[config.mk]
export PLATFORM = sky130hd
export DESIGN_NAME = esc_ping_scheduler
export DESIGN_NICKNAME = d
export VERILOG_FILES = /design/src/rtl/esc_ping_pkg.sv /design/src/rtl/esc_ping_lfsr.sv /design/src/rtl/esc_ping_scheduler.sv
export SDC_FILE = /design/constraint.sdc
export NUM_CORES = 1
export LEC_CHECK = 0
export BUFFER_PORTS_ARGS = -buffer_cell sky130_fd_sc_hd__buf_2
export CAP_MARGIN = 20
export CORE_AREA = 2 2 83 85
export CTS_CLUSTER_DIAMETER = 120
export CTS_CLUSTER_SIZE = 8
export DETAILED_ROUTE_END_ITERATION = 6
export DIE_AREA = 0 0 85 87
export PLACE_DENSITY = 0.84
export SYNTH_ARGS = -nofsm -noshare
export SYNTH_HDL_FRONTEND = slang
export SYNTH_SLANG_ARGS = --single-unit
export TNS_END_PERCENT = 5
[constraint.sdc]
create_clock -name clk_i -period 6.6 [get_ports clk_i]
set_clock_uncertainty 0.15 [all_clocks]
set_input_delay 1.32 -clock clk_i [delete_from_list [all_inputs] [get_ports clk_i]]
set_output_delay 1.32 -clock clk_i [all_outputs]
set_load 0.1 [all_outputs]
[src/rtl/esc_ping_pkg.sv]
// Shared types and constants for the escalation ping scheduler.
// Holds the FSM state enum and the jitter LFSR constants.
package esc_ping_pkg;

  typedef enum logic [1:0] {
    IDLE,
    WAIT,
    PING
  } state_e;

  localparam logic [15:0] LfsrSeed = 16'hACE1;
  // x^16+x^14+x^13+x^11+1, right-shifting Galois form
  localparam logic [15:0] LfsrTaps = 16'hB400;
  localparam int          JitW     = 4;

endpackage

[src/rtl/esc_ping_lfsr.sv]
// Free-running 16-bit Galois LFSR supplying ping wait jitter.
// Only instantiated when ESC_PING_JITTER_EN is defined.
module esc_ping_lfsr
  import esc_ping_pkg::*;
(
  input  logic            clk_i,
  input  logic            rst_i,
  output logic [JitW-1:0] jit_o
);

  logic [15:0] lfsr_q;

  // Advance one step every cycle from the fixed seed.
  always_ff @(posedge clk_i) begin
    if (rst_i) begin
      lfsr_q <= LfsrSeed;
    end else begin
      lfsr_q <= (lfsr_q >> 1) ^ (lfsr_q[0] ? LfsrTaps : 16'h0);
    end
  end

  assign jit_o = lfsr_q[JitW-1:0];

endmodule

[src/rtl/esc_ping_scheduler.sv]
// Round-robin periodic ping scheduler for escalation senders.
// Define ESC_PING_JITTER_EN to add 0..15 cycles of LFSR wait jitter.
module esc_ping_scheduler
  import esc_ping_pkg::*;
#(
  parameter  int NumEsc = 4,
  parameter  int CntW   = 24,
  localparam int SelW   = $clog2(NumEsc)
) (
  input  logic              clk_i,
  input  logic              rst_i,
  input  logic              en_i,
  input  logic [NumEsc-1:0] en_mask_i,
  input  logic [NumEsc-1:0] esc_active_i,
  input  logic [CntW-1:0]   wait_cyc_i,
  input  logic [CntW-1:0]   timeout_cyc_i,
  input  logic [NumEsc-1:0] ping_ok_i,
  output logic [NumEsc-1:0] ping_en_o,
  output logic [NumEsc-1:0] ping_fail_o,
  output logic [SelW-1:0]   ping_sel_o,
  output logic              busy_o
);

  state_e              state_q, state_d;
  logic [CntW:0]       wcnt_q;
  logic [CntW-1:0]     tcnt_q;
  logic [SelW-1:0]     ptr_q, sel_q;
  logic [NumEsc-1:0]   fail_q, fail_d;
  logic [NumEsc-1:0]   sel_oh;
  logic                load_wait, load_to, take;
  logic                pick_vld;
  logic [SelW-1:0]     pick_idx;
  logic [CntW-1:0]     w_eff, t_eff;
  logic [CntW:0]       wait_load;
  logic [JitW-1:0]     jit;

  // Nearest eligible channel after ptr, wrapping; msb flags a hit.
  function automatic logic [SelW:0] rr_pick(
    input logic [NumEsc-1:0] elig,
    input logic [SelW-1:0]   ptr
  );
    logic [SelW:0] res;
    int            idx;
    res = '0;
    for (int i = NumEsc; i >= 1; i--) begin
      idx = (int'(ptr) + i) % NumEsc;
      if (elig[idx]) res = {1'b1, SelW'(idx)};
    end
    return res;
  endfunction

`ifdef ESC_PING_JITTER_EN
  esc_ping_lfsr u_lfsr (
    .clk_i (clk_i),
    .rst_i (rst_i),
    .jit_o (jit)
  );
`else
  assign jit = '0;
`endif

  assign {pick_vld, pick_idx} = rr_pick(en_mask_i & ~esc_active_i, ptr_q);

  assign sel_oh    = NumEsc'(1) << sel_q;
  assign w_eff     = (wait_cyc_i == '0) ? CntW'(1) : wait_cyc_i;
  assign t_eff     = (timeout_cyc_i == '0) ? CntW'(1) : timeout_cyc_i;
  assign wait_load = {1'b0, w_eff} + (CntW+1)'(jit);

  // State register.
  always_ff @(posedge clk_i) begin
    if (rst_i) begin
      state_q <= IDLE;
    end else begin
      state_q <= state_d;
    end
  end

  // Next state plus counter-load, pick and fail strobes.
  always_comb begin
    state_d   = state_q;
    load_wait = 1'b0;
    load_to   = 1'b0;
    take      = 1'b0;
    fail_d    = '0;
    if (!en_i) begin
      state_d = IDLE;
    end else begin
      unique case (state_q)
        IDLE: begin
          state_d   = WAIT;
          load_wait = 1'b1;
        end
        WAIT: begin
          if (wcnt_q <= (CntW+1)'(1)) begin
            if (pick_vld) begin
              state_d = PING;
              load_to = 1'b1;
              take    = 1'b1;
            end else begin
              load_wait = 1'b1;
            end
          end
        end
        PING: begin
          if (ping_ok_i[sel_q]) begin
            state_d   = WAIT;
            load_wait = 1'b1;
          end else if (esc_active_i[sel_q] ||
                       !en_mask_i[sel_q]) begin
            state_d   = WAIT;
            load_wait = 1'b1;
          end else if (tcnt_q <= CntW'(1)) begin
            state_d   = WAIT;
            load_wait = 1'b1;
            fail_d    = sel_oh;
          end
        end
        default: state_d = IDLE;
      endcase
    end
  end

  // Counters, round-robin pointer, selection and fail pulse.
  always_ff @(posedge clk_i) begin
    if (rst_i) begin
      wcnt_q <= '0;
      tcnt_q <= '0;
      ptr_q  <= SelW'(NumEsc - 1);
      sel_q  <= '0;
      fail_q <= '0;
    end else begin
      fail_q <= fail_d;
      if (load_wait) begin
        wcnt_q <= wait_load;
      end else if (state_q == WAIT && wcnt_q != '0) begin
        wcnt_q <= wcnt_q - (CntW+1)'(1);
      end
      if (load_to) begin
        tcnt_q <= t_eff;
      end else if (state_q == PING && tcnt_q != '0) begin
        tcnt_q <= tcnt_q - CntW'(1);
      end
      if (take) begin
        ptr_q <= pick_idx;
        sel_q <= pick_idx;
      end
    end
  end

  // Outputs decoded from registered state only.
  always_comb begin
    busy_o      = (state_q == PING);
    ping_en_o   = (state_q == PING) ? sel_oh : '0;
    ping_fail_o = fail_q;
    ping_sel_o  = sel_q;
  end

endmodule

# After elaboration in Yosys (flattened, before gate mapping)
# Index checks and enable logic that the tools add are counted.
dict set report op_classes {
  add_sub_neg 6
  mul 0
  div 0
  magnitude_cmp 7
  n_eq_ne 5
  shift 1
  n_mux 46
  n_bitwise 9
  n_reduce_logical 19
}
# op count
set ops {}
lappend ops {{$mux W24} 6}
lappend ops {{$logic_not A24 Y1} 2}
lappend ops {{$le A25 B1 Y1 const B} 1}
lappend ops {{$reduce_bool A25 Y1} 1}
lappend ops {{$sub A25 B1 Y25 const B} 1}
lappend ops {{$le A24 B1 Y1 const B} 1}
lappend ops {{$reduce_bool A24 Y1} 1}
lappend ops {{$sub A24 B1 Y24 const B} 1}
lappend ops {{$mux W1} 21}
lappend ops {{$lt A3 B4 Y1 const B} 4}
lappend ops {{$bmux W1 S2} 7}
lappend ops {{$mux W3} 4}
lappend ops {{$reduce_or A2 Y1} 6}
lappend ops {{$mux W2} 5}
lappend ops {{$pmux W2 S3} 1}
lappend ops {{$reduce_or A6 Y1} 1}
lappend ops {{$add A2 B1 Y2 const B} 2}
lappend ops {{$add A2 B2 Y2 const B} 2}
lappend ops {{$and A1 B1 Y1 const A} 4}
lappend ops {{$and A4 B4 Y4} 1}
lappend ops {{$mux W4} 1}
lappend ops {{$ne A2 B2 Y1 const B} 2}
lappend ops {{$ne A4 B1 Y1 const B} 1}
lappend ops {{$not A4 Y4} 1}
lappend ops {{other kinds (12)} 16}
dict set report totals {
  regBits 59
  latchBits 0
  ramBits 0
  rom_bits 0
  n_memories 0
}

# Logic depth before layout (Yosys ltp)
dict set report logic_depth {
  word_depth 15
  mapped_depth 9
  ltp_nobuf 8
}

# Worst setup path before layout
# Ideal clock, no wire load.
dict set report synth_path {
  path_kind {register to output}
  from {register sel_q[0], in the netlist ping_sel_o[0]}
  to {output port ping_en_o[0]}
  arrival_time_ns 3.026
  required_ns 5.130
  setup_slack_ns 2.104
  path_stages_with_launch 3
  path_buffers 1
  cell_sequence {dfxtp_1 clkbuf_1 nor3_1}
}
dict set report synth_via {
  elab_chain_len 2
}
# item line_no
set synth_rtl {}
lappend synth_rtl {{from (decl)} esc_ping_scheduler.sv:27} ;# logic [SelW-1:0] ptr_q, sel_q;
lappend synth_rtl {{from (signal assigned)} esc_ping_scheduler.sv:145} ;# sel_q <= pick_idx;
lappend synth_rtl {{$shl A1 B2 Y4} esc_ping_scheduler.sv:64} ;# assign sel_oh = NumEsc'(1) << sel_q;
lappend synth_rtl {{$mux W4} esc_ping_scheduler.sv:153} ;# ping_en_o = (state_q == PING) ? sel_oh : '0;
lappend synth_rtl {{to (decl)} esc_ping_scheduler.sv:18} ;# output logic [NumEsc-1:0] ping_en_o,
# Every way passes these cells.

# Worst setup path after layout
dict set report layout_path {
  from {register wcnt_q[8]}
  to {register wcnt_q[19]}
}
dict set report layout_via {
  elab_chain_len 5
}
# item line_no
set layout_rtl {}
lappend layout_rtl {{from (decl)} esc_ping_scheduler.sv:25} ;# logic [CntW:0] wcnt_q;
lappend layout_rtl {{from (signal assigned)} esc_ping_scheduler.sv:134} ;# wcnt_q <= wait_load;
lappend layout_rtl {{from (signal assigned)} esc_ping_scheduler.sv:136} ;# wcnt_q <= wcnt_q - (CntW+1)'(1);
lappend layout_rtl {{$le A25 B1 Y1} esc_ping_scheduler.sv:94} ;# if (wcnt_q <= (CntW+1)'(1)) begin
lappend layout_rtl {{$mux W1} esc_ping_scheduler.sv:94}
lappend layout_rtl {{$pmux W1 S3} esc_ping_scheduler.sv:88} ;# unique case (state_q)
lappend layout_rtl {{$mux W1} esc_ping_scheduler.sv:85} ;# if (!en_i) begin
lappend layout_rtl {{$mux W24 or $reduce_bool A2 Y1 (tied branches)} --}
# Parallel ways exist; a longest one is shown, timed or not. The select of a mux whose other input is x is not followed.
# A chain may end at the register's enable or synchronous reset.

==> impl_results.md <==
- Run status: finished, final reports clean
- Area leader, netlist: dfxtp_1
- Critical-path cell list: or4_4, or4_1, o21ai_1, a211oi_1, o21a_1, a221o_2
- Clock tree buffer depth: 2
- Gr usage total: 30.48%
- Min Hold Slack: 0.3237 ns
- Via count: 4243
- Cell count after synthesis: 475
- Vias in the first global route: 3754
- Synth Area in XOR/XNOR: 5.280%
- Worst reg-to-reg path cell count: 6
- Die Ht: 87 um
- Post-Synth Adder-Cell Area: 1.968%
- Antenna Cells: 0
- RSZ-0062 raised after global routing: false
- Post-synth EDFFs: 0
- CTS clk-pin slew, worst paths: 0.07 ns
- Final setup violation count: 0
- Commonest non-fill, non-tap cells in the layout: buf_2 (73), dfxtp_1 (59), nor2_1 (52), nand2_1 (31), nor4_1 (30)
- Crit path buf inv count: 0
- DR DRC count: 0
- DRT iter0 DRCs: 405
- Complex-gate fraction of the synthesized area: 24.66%
- Setup WS post-layout: 2.981 ns
- FF-to-FF setup slack: 2.98 ns
- Post-synthesis sequential area ratio: 30.96%
- Area growth syn-to-layout: 16.30%
- Distinct cells, synth: 71
- CTS tree: yes
- Starting density of the core: 58.08%
- Power Density: 211.6 nW/um2
- Post-synth top area share: 30.96%
- Post-DR vias/cell: 6.789
- Area taken by multi-input logic gates: 2491 um2
- Top_reg_cell synth: dfxtp_1
- Final worst path period share: 54.84%
- CTS Sinks: 59
- VDD IR max: 117.3 uV
- Pin count of the biggest net entering global routing: 44
- Fmax: 276.3 MHz
- Post CTS Setup Buffer Count: 0
- Core Region: 6569 um2
- Clock latency on the worst-skew pair: 0.35 ns
- Max-slew headroom: 30.27%
- Tmin final: 3.619 ns
- IO Pins: 74
- Commonest non-fill, non-tap cell in the layout: buf_2
- Final hold vios: 0
- First-pass iteration count of the detailed router: 5
- Htree depth: 3
- Startpoint types: flip-flop
- Seq cells post-synth: 59
- Port bufs: 73
- Non-filler cells, final: 625
- Post-Syn Area: 3815 um2
- Hold depth: 2
- Syn avg cell area: 8.031 um2
- Total routed wirelength: 11440 um
- Hold endpoint: tcnt_q[1]
- Die ar.: 7395 um2
- CP arrival: 3.71 ns
- Hold path start: tcnt_q[1]
- Slew Limit Fails: 0
- DR WL/cell: 18.30 um
- Placer Congestion: 0.9927
- First-pass GRT wire length: 18230 um
- CP max FO: 13
- Post-Syn Nets: 544
- Setup WS pre-CTS: 2.490 ns
- DPL Wire Length: 8167 um
- Warnings, synthesis: 0
- Fin Setup TNS: 0 ns
- Gates resized, CTS repair: 0
- CP max stage delay: 0.87 ns
- Pleak: 1.732 nW
- Largest family of logic cells by synthesized area: simple AND/OR/NAND/NOR gates
- Fraction of registers with async set/reset: 0%
- Nets@finish: 609
- R2r endpoint: wcnt_q[19]
- Mux cell area share after synthesis: 1.050%
- Clock Root Buffer: clkbuf_8
- CTS Hold Bufs: 0
- Remaining global-route overflow: 0
- Storage cell area: 1181 um2
- Die W: 85 um
- CP Capture Type: flip-flop
- Core Rows: 30
- Number of max-cap violations: 0
- Largest cells by area after synthesis: dfxtp_1 (31%), a211oi_1 (5.3%), nor2_1 (5.1%), nor4_1 (4.9%), nor3_1 (3.4%)
- CP required: 6.69 ns
- Crit path kind: reg -> reg
- Final antenna-violating net count: 0
- Cells after DPL: 608
- Core Util, Final: 67.54%
- Initial antenna violation count: 0
- Post-synthesis simple-gate area fraction: 32.34%
- TritonCTS Buffers: 9
- Least-Margin Pin Slew: 1.039 ns
- Worst path slowest cell: o21ai_1
- Critical R2R Launch: wcnt_q[8]
- Worst hold path type: reg -> reg
- Layout cell share with drive strength beyond 1: 20.73%
- CP delay by family, top: compound AO/OA/AOI/OAI gates
- Fill cell total of the finished layout: 541
## logic make-up after synthesis
group | count (synthesis)
AOI/OAI and AO/OA | 123
xor gates and xnor gates | 23
adders and majority gates | 6
buffers and inverters | 35
DFF | 59
muxes | 4
and+or+nand+nor | 225
## layout make-up
type	instances	area share [%]
Clock buffer	12	3.497
Tap cell	80	2.256
Inverter	13	1.100
Timing Repair Buffer	76	8.742
Sequential cell	59	26.62
Multi-Input combinational cell	381	56.15
Clock inverter	4	1.636
## power breakdown
group / internal, mW / switching [mW] / total (mW)
registers: 0.370 / 0.0195 / 0.389
logic: 0.0638 / 0.0991 / 0.163
clock network: 0.233 / 0.154 / 0.387
## Yosys cell counts (all sizes together), types with 4 or more instances
cell type   n
xor2       11
a21oi      17
a211oi     27
or4        13
clkbuf     17
and2        4
o21ai      11
buf         5
a221o       5
ha          6
and3        9
a31oi       5
o211ai     10
nor2b       5
nor4       32
nand3      17
mux2i       4
o21a        5
or3         8
dfxtp      59
nand4       8
xnor2      12
nand2      31
nor3       26
a211o      10
inv        12
nand2b      6
nor2       53
## through the flow
stage,total power [mW],area (um2)
6_report,0.9390,4437
5_1_grt,0.9649,4437
4_1_cts,0.9313,4429
3_5_place_dp,0.5521,4202
3_3_place_gp,0.5473,4202
2_1_floorplan,0.4963,3815
## sequential cells by signal, summed over array words and instances (netlist names)
signal and cells:
state_q 2, ping_fail_o 4, tcnt_q 24, ping_sel_o 2
wcnt_q 25, ptr_q 2
## worst max-delay path by stage
stage / from / end / slack (ns) / cells past startpoint
6_report: wcnt_q[8] / wcnt_q[19] / 2.98 / 6
5_1_grt: wcnt_q[8] / wcnt_q[19] / 2.86 / 6
4_1_cts: tcnt_q[12] / wcnt_q[6] / 2.71 / 6
3_5_place_dp: esc_active_i[1] / wcnt_q[6] / 2.49 / 7
3_3_place_gp: esc_active_i[1] / wcnt_q[6] / 2.69 / 7
2_1_floorplan: ping_sel_o[0] / ping_en_o[0] / 2.10 / 2
## layer usage
metal,global-route usage (%),share of wire [%]
met1,40.19,42
met2,49.36,46
met3,5.213,9.5
met4,12.99,3.1
met5,0,0
## worst reg2reg max path, cell delays in order (launching register included)
cell	delay (ns)
dfxtp_1	0.38
or4_4	0.60
or4_1	0.69
o21ai_1	0.88
a211oi_1	0.34
o21a_1	0.20
a221o_2	0.29
Note: power is estimated with default switching activity, not from simulation.
